`config.mk`:
```
export PLATFORM = sky130hd
export DESIGN_NAME = ram_ctrl_flat
export DESIGN_NICKNAME = d
export VERILOG_FILES = /design/src/rtl/ram_ctrl_pkg.sv /design/src/rtl/ram_ctrl_if.sv /design/src/rtl/ram_ctrl.sv /design/src/flat_wrapper.sv
export SDC_FILE = /design/constraint.sdc
export NUM_CORES = 1
export LEC_CHECK = 0
export CAP_MARGIN = 20
export CORE_MARGIN = 1.5
export CORE_UTILIZATION = 25
export DETAILED_ROUTE_END_ITERATION = 8
export GPL_TIMING_DRIVEN = 1
export PLACE_DENSITY = 0.51
export SYNTH_ARGS = -nofsm -noshare
export SYNTH_HDL_FRONTEND = slang
export SYNTH_SLANG_ARGS = --single-unit
export TNS_END_PERCENT = 100
```
`constraint.sdc`:
```
create_clock -name clk -period 3.71 [get_ports clk]
set_input_delay 0.9275 -clock clk [delete_from_list [all_inputs] [get_ports clk]]
set_output_delay 0.9275 -clock clk [all_outputs]
set_load 0.005 [all_outputs]
```
`src/rtl/ram_ctrl_pkg.sv`:
```
// ram_ctrl_pkg: shared widths, SRAM op codes and controller state enum
package ram_ctrl_pkg;
  localparam int DATA_W = 8;
  localparam int ADDR_W = 3;
  localparam int DEPTH = 8;
  localparam logic OP_READ = 1'b0;
  localparam logic OP_WRITE = 1'b1;
  typedef enum logic [1:0] {IDLE, SETUP, STROBE, HOLD} state_t;
endpackage

```
`src/rtl/ram_ctrl_if.sv`:
```
// ram_ctrl_if: host request/response + SRAM strobe bus; slave = controller, master = host/SRAM side
interface ram_ctrl_if;
  import ram_ctrl_pkg::*;
  logic req_valid, req_ready, req_op, req_clear;
  logic [ADDR_W-1:0] req_addr, ram_addr;
  logic [DATA_W-1:0] req_data, rsp_data, ram_inp, ram_outp;
  logic rsp_valid, clear_done, ram_op, ram_sel;
  modport slave(
    input req_valid, req_op, req_addr, req_data, req_clear, ram_outp,
    output req_ready, rsp_valid, rsp_data, clear_done, ram_inp, ram_addr, ram_op, ram_sel
  );
  modport master(
    output req_valid, req_op, req_addr, req_data, req_clear, ram_outp,
    input req_ready, rsp_valid, rsp_data, clear_done, ram_inp, ram_addr, ram_op, ram_sel
  );
endinterface

```
`src/rtl/ram_ctrl.sv`:
```
// ram_ctrl: SETUP/STROBE/HOLD SRAM access sequencer with 8-word clear; ports clk, rst, bus (ram_ctrl_if.slave)
module ram_ctrl
  import ram_ctrl_pkg::*;
#(
  parameter logic [DATA_W-1:0] CLEAR_VALUE = 8'h00
) (
  input logic clk,
  input logic rst,
  ram_ctrl_if.slave bus
);
  state_t state;
  logic clearing;
  logic [ADDR_W-1:0] cnt;
  logic sel_q;
  assign bus.req_ready = (state == IDLE) && !rst;
  // rst kills the strobe in the same cycle so an aborted access never commits to the SRAM
  assign bus.ram_sel = sel_q && !rst;
  always_ff @(posedge clk) begin
    if (rst) begin
      state <= IDLE;
      clearing <= 1'b0;
      cnt <= '0;
      sel_q <= 1'b0;
      bus.ram_op <= OP_READ;
      bus.ram_addr <= '0;
      bus.ram_inp <= '0;
      bus.rsp_valid <= 1'b0;
      bus.rsp_data <= '0;
      bus.clear_done <= 1'b0;
    end else begin
      bus.rsp_valid <= 1'b0;
      bus.clear_done <= 1'b0;
      case (state)
        IDLE: if (bus.req_valid) begin
          state <= SETUP;
          clearing <= bus.req_clear;
          cnt <= '0;
          bus.ram_addr <= bus.req_clear ? '0 : bus.req_addr;
          bus.ram_inp <= bus.req_clear ? CLEAR_VALUE : bus.req_data;
          bus.ram_op <= bus.req_clear ? OP_WRITE : bus.req_op;
        end
        SETUP: begin
          state <= STROBE;
          sel_q <= 1'b1;
        end
        STROBE: begin
          state <= HOLD;
          sel_q <= 1'b0;
          if (bus.ram_op == OP_READ) begin
            bus.rsp_data <= bus.ram_outp;
            bus.rsp_valid <= 1'b1;
          end
        end
        HOLD: if (clearing && cnt != ADDR_W'(DEPTH - 1)) begin
          state <= SETUP;
          cnt <= cnt + 1'b1;
          bus.ram_addr <= cnt + 1'b1;
        end else begin
          state <= IDLE;
          bus.clear_done <= clearing;
          clearing <= 1'b0;
          cnt <= '0;
        end
      endcase
    end
  end
endmodule
```
`src/flat_wrapper.sv`:
```
// flat-port wrapper written by rule: the top's interface ports become plain ports
module ram_ctrl_flat import ram_ctrl_pkg::*;
#(
  parameter logic [DATA_W-1:0] CLEAR_VALUE = 8'h00
)
  (clk, rst, bus_req_valid, bus_req_op, bus_req_addr, bus_req_data, bus_req_clear, bus_ram_outp, bus_req_ready, bus_rsp_valid, bus_rsp_data, bus_clear_done, bus_ram_inp, bus_ram_addr, bus_ram_op, bus_ram_sel);
  ram_ctrl_if bus_i ();
  input logic clk;
  input logic rst;
  input wire logic [$bits(bus_i.req_valid)-1:0] bus_req_valid;
  input wire logic [$bits(bus_i.req_op)-1:0] bus_req_op;
  input wire logic [$bits(bus_i.req_addr)-1:0] bus_req_addr;
  input wire logic [$bits(bus_i.req_data)-1:0] bus_req_data;
  input wire logic [$bits(bus_i.req_clear)-1:0] bus_req_clear;
  input wire logic [$bits(bus_i.ram_outp)-1:0] bus_ram_outp;
  output wire logic [$bits(bus_i.req_ready)-1:0] bus_req_ready;
  output wire logic [$bits(bus_i.rsp_valid)-1:0] bus_rsp_valid;
  output wire logic [$bits(bus_i.rsp_data)-1:0] bus_rsp_data;
  output wire logic [$bits(bus_i.clear_done)-1:0] bus_clear_done;
  output wire logic [$bits(bus_i.ram_inp)-1:0] bus_ram_inp;
  output wire logic [$bits(bus_i.ram_addr)-1:0] bus_ram_addr;
  output wire logic [$bits(bus_i.ram_op)-1:0] bus_ram_op;
  output wire logic [$bits(bus_i.ram_sel)-1:0] bus_ram_sel;
  assign bus_i.req_valid = bus_req_valid;
  assign bus_i.req_op = bus_req_op;
  assign bus_i.req_addr = bus_req_addr;
  assign bus_i.req_data = bus_req_data;
  assign bus_i.req_clear = bus_req_clear;
  assign bus_i.ram_outp = bus_ram_outp;
  assign bus_req_ready = bus_i.req_ready;
  assign bus_rsp_valid = bus_i.rsp_valid;
  assign bus_rsp_data = bus_i.rsp_data;
  assign bus_clear_done = bus_i.clear_done;
  assign bus_ram_inp = bus_i.ram_inp;
  assign bus_ram_addr = bus_i.ram_addr;
  assign bus_ram_op = bus_i.ram_op;
  assign bus_ram_sel = bus_i.ram_sel;
  ram_ctrl #(.CLEAR_VALUE(CLEAR_VALUE)) u_core (.clk(clk), .rst(rst), .bus(bus_i));
endmodule
```
Yosys cells after proc, flatten, opt, wreduce, memory -nomap -nowiden
Index checks and enable logic that the tools add are counted.
Storage, ports and cells
  register bits: 29
  input bits: 24
  word-level logic and storage cells: 52
  output and inout port bits: 24
Operators by class
  add/subtract/negate cells: 1
  bitwise gates (word level): 3
  muxes and demuxes: 17
  reduce and logical (&&, ||, !) cells: 14
  eq/ne operators: 7
Operator list (count)
  2-to-1 mux 3 bit: 5
  one-hot mux 3 bit (2 select lines): 2
  2-to-1 mux 8 bit: 1
  one-hot mux 2 bit (4 select lines): 1
  AND reduction 2 bit: 3
  AND reduction 3 bit: 2
  2-to-1 mux 1 bit: 5
  equality test 2 bit (second input constant): 2
  != test 2 bit (second input constant): 2
  one-hot mux 1 bit (2 select lines): 2
  nonzero test 2 bit: 2
  adder 3 x 1 -> 3 bit (second input constant): 1
  logical AND 1 bit: 3
  != test 3 bit (second input constant): 1
  NOT 1 bit: 3
  OR reduction 3 bit: 1
  equality test 2 x 1 -> 1 bit (second input constant): 1
  logical NOT 2 bit: 1
  2-to-1 mux 2 bit: 1
  != test 2 x 1 -> 1 bit (second input constant): 1
  OR reduction 2 bit: 1
  logical NOT 1 bit: 1

Longest topological paths before layout
  word-level depth: 4
  depth in mapped cells: 8
  gate-level depth less buffers: 6

Worst setup path after synthesis
No wires, ideal clock.
  path kind: input to output
  start: in rst
  end: out bus_ram_sel
  path buffers: 1
  arrival time: 1.187 ns
  stages: 2
  setup slack: 1.596 ns
  required time: 2.783 ns
  path through: clkbuf_8 > nor2b_1
On the way
  cells in the longest elaborated chain, start to end: 2
RTL lines
  start, declared: line flat_wrapper.sv:9  | input logic rst;
  logical NOT 1 bit: line ram_ctrl.sv:17  | assign bus.ram_sel = sel_q && !rst;
  logical AND 1 bit: line ram_ctrl.sv:17
  end, declared: line flat_wrapper.sv:23  | output wire logic [$bits(bus_i.ram_sel)-1:0] bus_ram_sel;
Every way passes these cells.

Final worst setup path
  start: in rst
  end: out bus_req_ready
On the way
  cells in the longest elaborated chain, start to end: 2
RTL lines
  logical NOT 1 bit: line ram_ctrl.sv:15  | assign bus.req_ready = (state == IDLE) && !rst;
  logical AND 1 bit: line ram_ctrl.sv:15
  end, declared: line flat_wrapper.sv:16  | output wire logic [$bits(bus_i.req_ready)-1:0] bus_req_ready;
Every way passes these cells.

==> flow_summary.ini <==
[sta]
worst-slew-pin-transition_ps = 483.4
layout_worst_path_cycle_share = 0.8465
maxSlewHeadroom = 0.6771
period_minus_ws_final_ps = 3141
setup-violations-final = 0
rsz_0062_raised_after_global_routing = no
final.setup.tns_ps = 0
pins_over_their_slew_limit = 0
clock-skew-final_ps = 7.995
fmax_mhz = 318.4
final_hold_viol_count = 0

[drt]
detail_route.wirelength_um = 3041
via_count = 1130
wl_per_cell_um = 11.79
detail_route.vias_per_cell = 4.380
drt_iter0_drc = 56
ant_nets = 0
route.detailed.drc = 0
detailedRoute.firstPassIterationCount = 4

[global_route]
grt_pass1_vias = 1189
groute.usage.overall = 0.1251
grt_start_max_net_pins = 24
global_route_wire_length_before_repair_um = 5161
globalRouteOverflowTotal = 0
antenna_violations_before_repair = 0

[floorplanning]
die_area_um2 = 5569
rows = 25
initial_utilization = 0.2662
top_level_ports = 48
die_h_um = 74.63
core_region_area_um2 = 4817
dieWidth_um = 74.63

[critical_path]
critPathLaunchType = input pin
worstSetupPathType = in -> out
cpLargestDelayFamily = buffers and inverters
path_cells = clkdlybuf4s50_1, nor2b_1, clkdlybuf4s50_1
crit_path_start = rst
crit_path_frequent_cell = sky130_fd_sc_hd__clkdlybuf4s50_1
timing.reg2reg.setup_slack_ps = 2020
critPathMaxFanout = 9
crit_path_arrival_time_ps = 2210
worst_r2r_endpoint = u_core.bus.ram_addr[1]$_SDFFE_PP0P_
critical_path.reg2reg.startpoint = u_core.state[1]$_SDFFE_PP0P_
cp_max_delay_cell = sky130_fd_sc_hd__clkdlybuf4s50_1
cp_num_cells = 3
setup.worst_path.end = bus_req_ready
cp_slowest_stage_delay_ps = 590
required_ps = 2780
cp.buffers_inverters = 2
worstSetupEndpointType = output port
rr_worst_depth = 5

[logic_synthesis]
postSynthRegisterBits = 29
synth_top_flop_cell = sky130_fd_sc_hd__dfxtp_1
synthMostInstantiatedCell = sky130_fd_sc_hd__dfxtp_1
syn_area_um2 = 1282
synthesis.nets = 175
post_synth_inst_count = 145
average_cell_area_after_synthesis_um2 = 8.845
synthDistinctLibCells = 27
post_synth_main_area_contributors = sky130_fd_sc_hd__dfxtp_1, sky130_fd_sc_hd__a21oi_1, sky130_fd_sc_hd__ha_1
synth_area_leader_cell = sky130_fd_sc_hd__dfxtp_1
synth_sequential_area_ratio = 0.4527
synth_edf_count = 0
synth.top_cell.area_share = 0.4527
synthTopCellsByCount = sky130_fd_sc_hd__dfxtp_1, sky130_fd_sc_hd__a21oi_1, sky130_fd_sc_hd__nand2_1
ys_warn_count = 0
async_reset_ff_frac = 0

[placed_design]
portBuffers = 47
gp_routability_congestion = 0.7994
dp_cells = 251
dp_hpwl_um = 2260

[cts]
htree_levels = 2
tritoncts_clock_tree = yes
cts.sink_count = 29
cts_post_setup_buffers_inserted = 0
clock_latency_ps = 270
cts.repair.resized = 0
ctsHoldBuffers = 0
clk_pin_slew_worst_paths_ps = 60
clock-root-buffer = sky130_fd_sc_hd__clkbuf_8
numCtsBuffers = 5
cts-root-to-sink-buffers = 2

[run]
max_cap_violations = 0

[finish]
num-nets-final = 221
instances_no_fill = 258
insertedDiodeCount = 0
filler_cell_count = 501
layout-drive-gt1-share = 0.06806
syn2layout_area_growth_pct = 45.37

[power_and_ir_drop]
worst_ir_drop_vdd_mv = 0.2035
leakagePower_nw = 0.6621
power-per-cell-area_nw_per_um2 = 572.5

[hold_path]
holdCritPathClass = reg -> reg

[status]
status = completed
-- power breakdown --
part / internal [mW] / switching [mW]
Sequential: 0.371 / 0.0363
Clock: 0.147 / 0.107
Combinational: 0.208 / 0.198
-- final cells by class --
| type | instances | area, µm² | area share |
|---|---|---|---|
| tap | 67 | 83.83 | 0.04497 |
| timing repair buffer | 48 | 478.0 | 0.2564 |
| clock buffer | 7 | 86.33 | 0.04631 |
| inverter | 3 | 11.26 | 0.006040 |
| multi-input combinational | 104 | 624.3 | 0.3349 |
| sequential | 29 | 580.6 | 0.3114 |
-- worst min-delay path by stage --
stage	slack, ps	cells past startpoint	startpoint	end
floorplan	440	2	u_core.cnt[1]$_SDFFE_PP0P_	u_core.cnt[1]$_SDFFE_PP0P_
CTS	460	2	u_core.bus.rsp_data[0]$_SDFFE_PP0P_	u_core.bus.rsp_data[0]$_SDFFE_PP0P_
global placement	450	2	u_core.cnt[1]$_SDFFE_PP0P_	u_core.cnt[1]$_SDFFE_PP0P_
global route	490	2	u_core.cnt[2]$_SDFFE_PP0P_	u_core.cnt[2]$_SDFFE_PP0P_
finish	450	2	u_core.bus.rsp_data[0]$_SDFFE_PP0P_	u_core.bus.rsp_data[0]$_SDFFE_PP0P_
detailed placement	450	2	u_core.bus.rsp_data[0]$_SDFFE_PP0P_	u_core.bus.rsp_data[0]$_SDFFE_PP0P_
-- state kept, by name, indices dropped and copies added (netlist names) --
register / cells
u_core.state: 2
u_core.bus.ram_inp: 8
u_core.bus.rsp_data: 8
u_core.bus.ram_op: 1
u_core.clearing: 1
u_core.sel_q: 1
u_core.bus.ram_addr: 3
u_core.cnt: 3
u_core.bus.rsp_valid: 1
u_core.bus.clear_done: 1
-- logic make-up after synthesis --
family                   count (synthesis)  synth area share
AND/OR/NAND/NOR                         63            0.2566
flip-flops                              29            0.4527
multiplexers                             2           0.01853
buffers and inverters                   12           0.06048
adder cells (fa/ha/maj)                  6           0.05854
AO/OA/AOI/OAI                           33            0.1532
-- placed cells by master, fill, tap and decap left out, drive strengths merged --
cell / count
mux2i: 2
nand2b: 2
and2b: 1
dfxtp: 29
clkdlybuf4s50: 47
a21oi: 23
inv: 3
clkbuf: 7
a22oi: 3
nor3b: 8
or2b: 1
and4b: 1
ha: 6
buf: 1
nor3: 3
nor2: 17
nor4b: 1
o21ai: 2
a211oi: 5
nand3b: 2
nand2: 21
nor2b: 4
nand4: 2
-- stage by stage --
step                      area [µm²]  setup WS, ps  power [mW]  hold WS, ps    util
final                           1864         569.4       1.067        452.8  0.3870
after global routing            1864         474.9       1.164        485.7  0.3870
after floorplan                 1282          1596      0.6872        435.6       -
after CTS                       1864         540.3       1.087        458.4  0.3870
after detailed placement        1778         547.6      0.8271        450.1  0.3691
after global placement          1778         541.0      0.8184        445.6  0.3691
-- tightest hold or removal path: cells and delay by family (launching register included) --
family,cells,cell delay (ps)
compound gates,1,50
flops,1,310
simple gates,1,50
-- layer usage --
metal,track usage,share of wire
met1,0.1433,0.46
met2,0.1974,0.46
met5,0,0
met3,0.06292,0.068
met4,0.05455,0.016
Power figures use the tool's default switching activity.
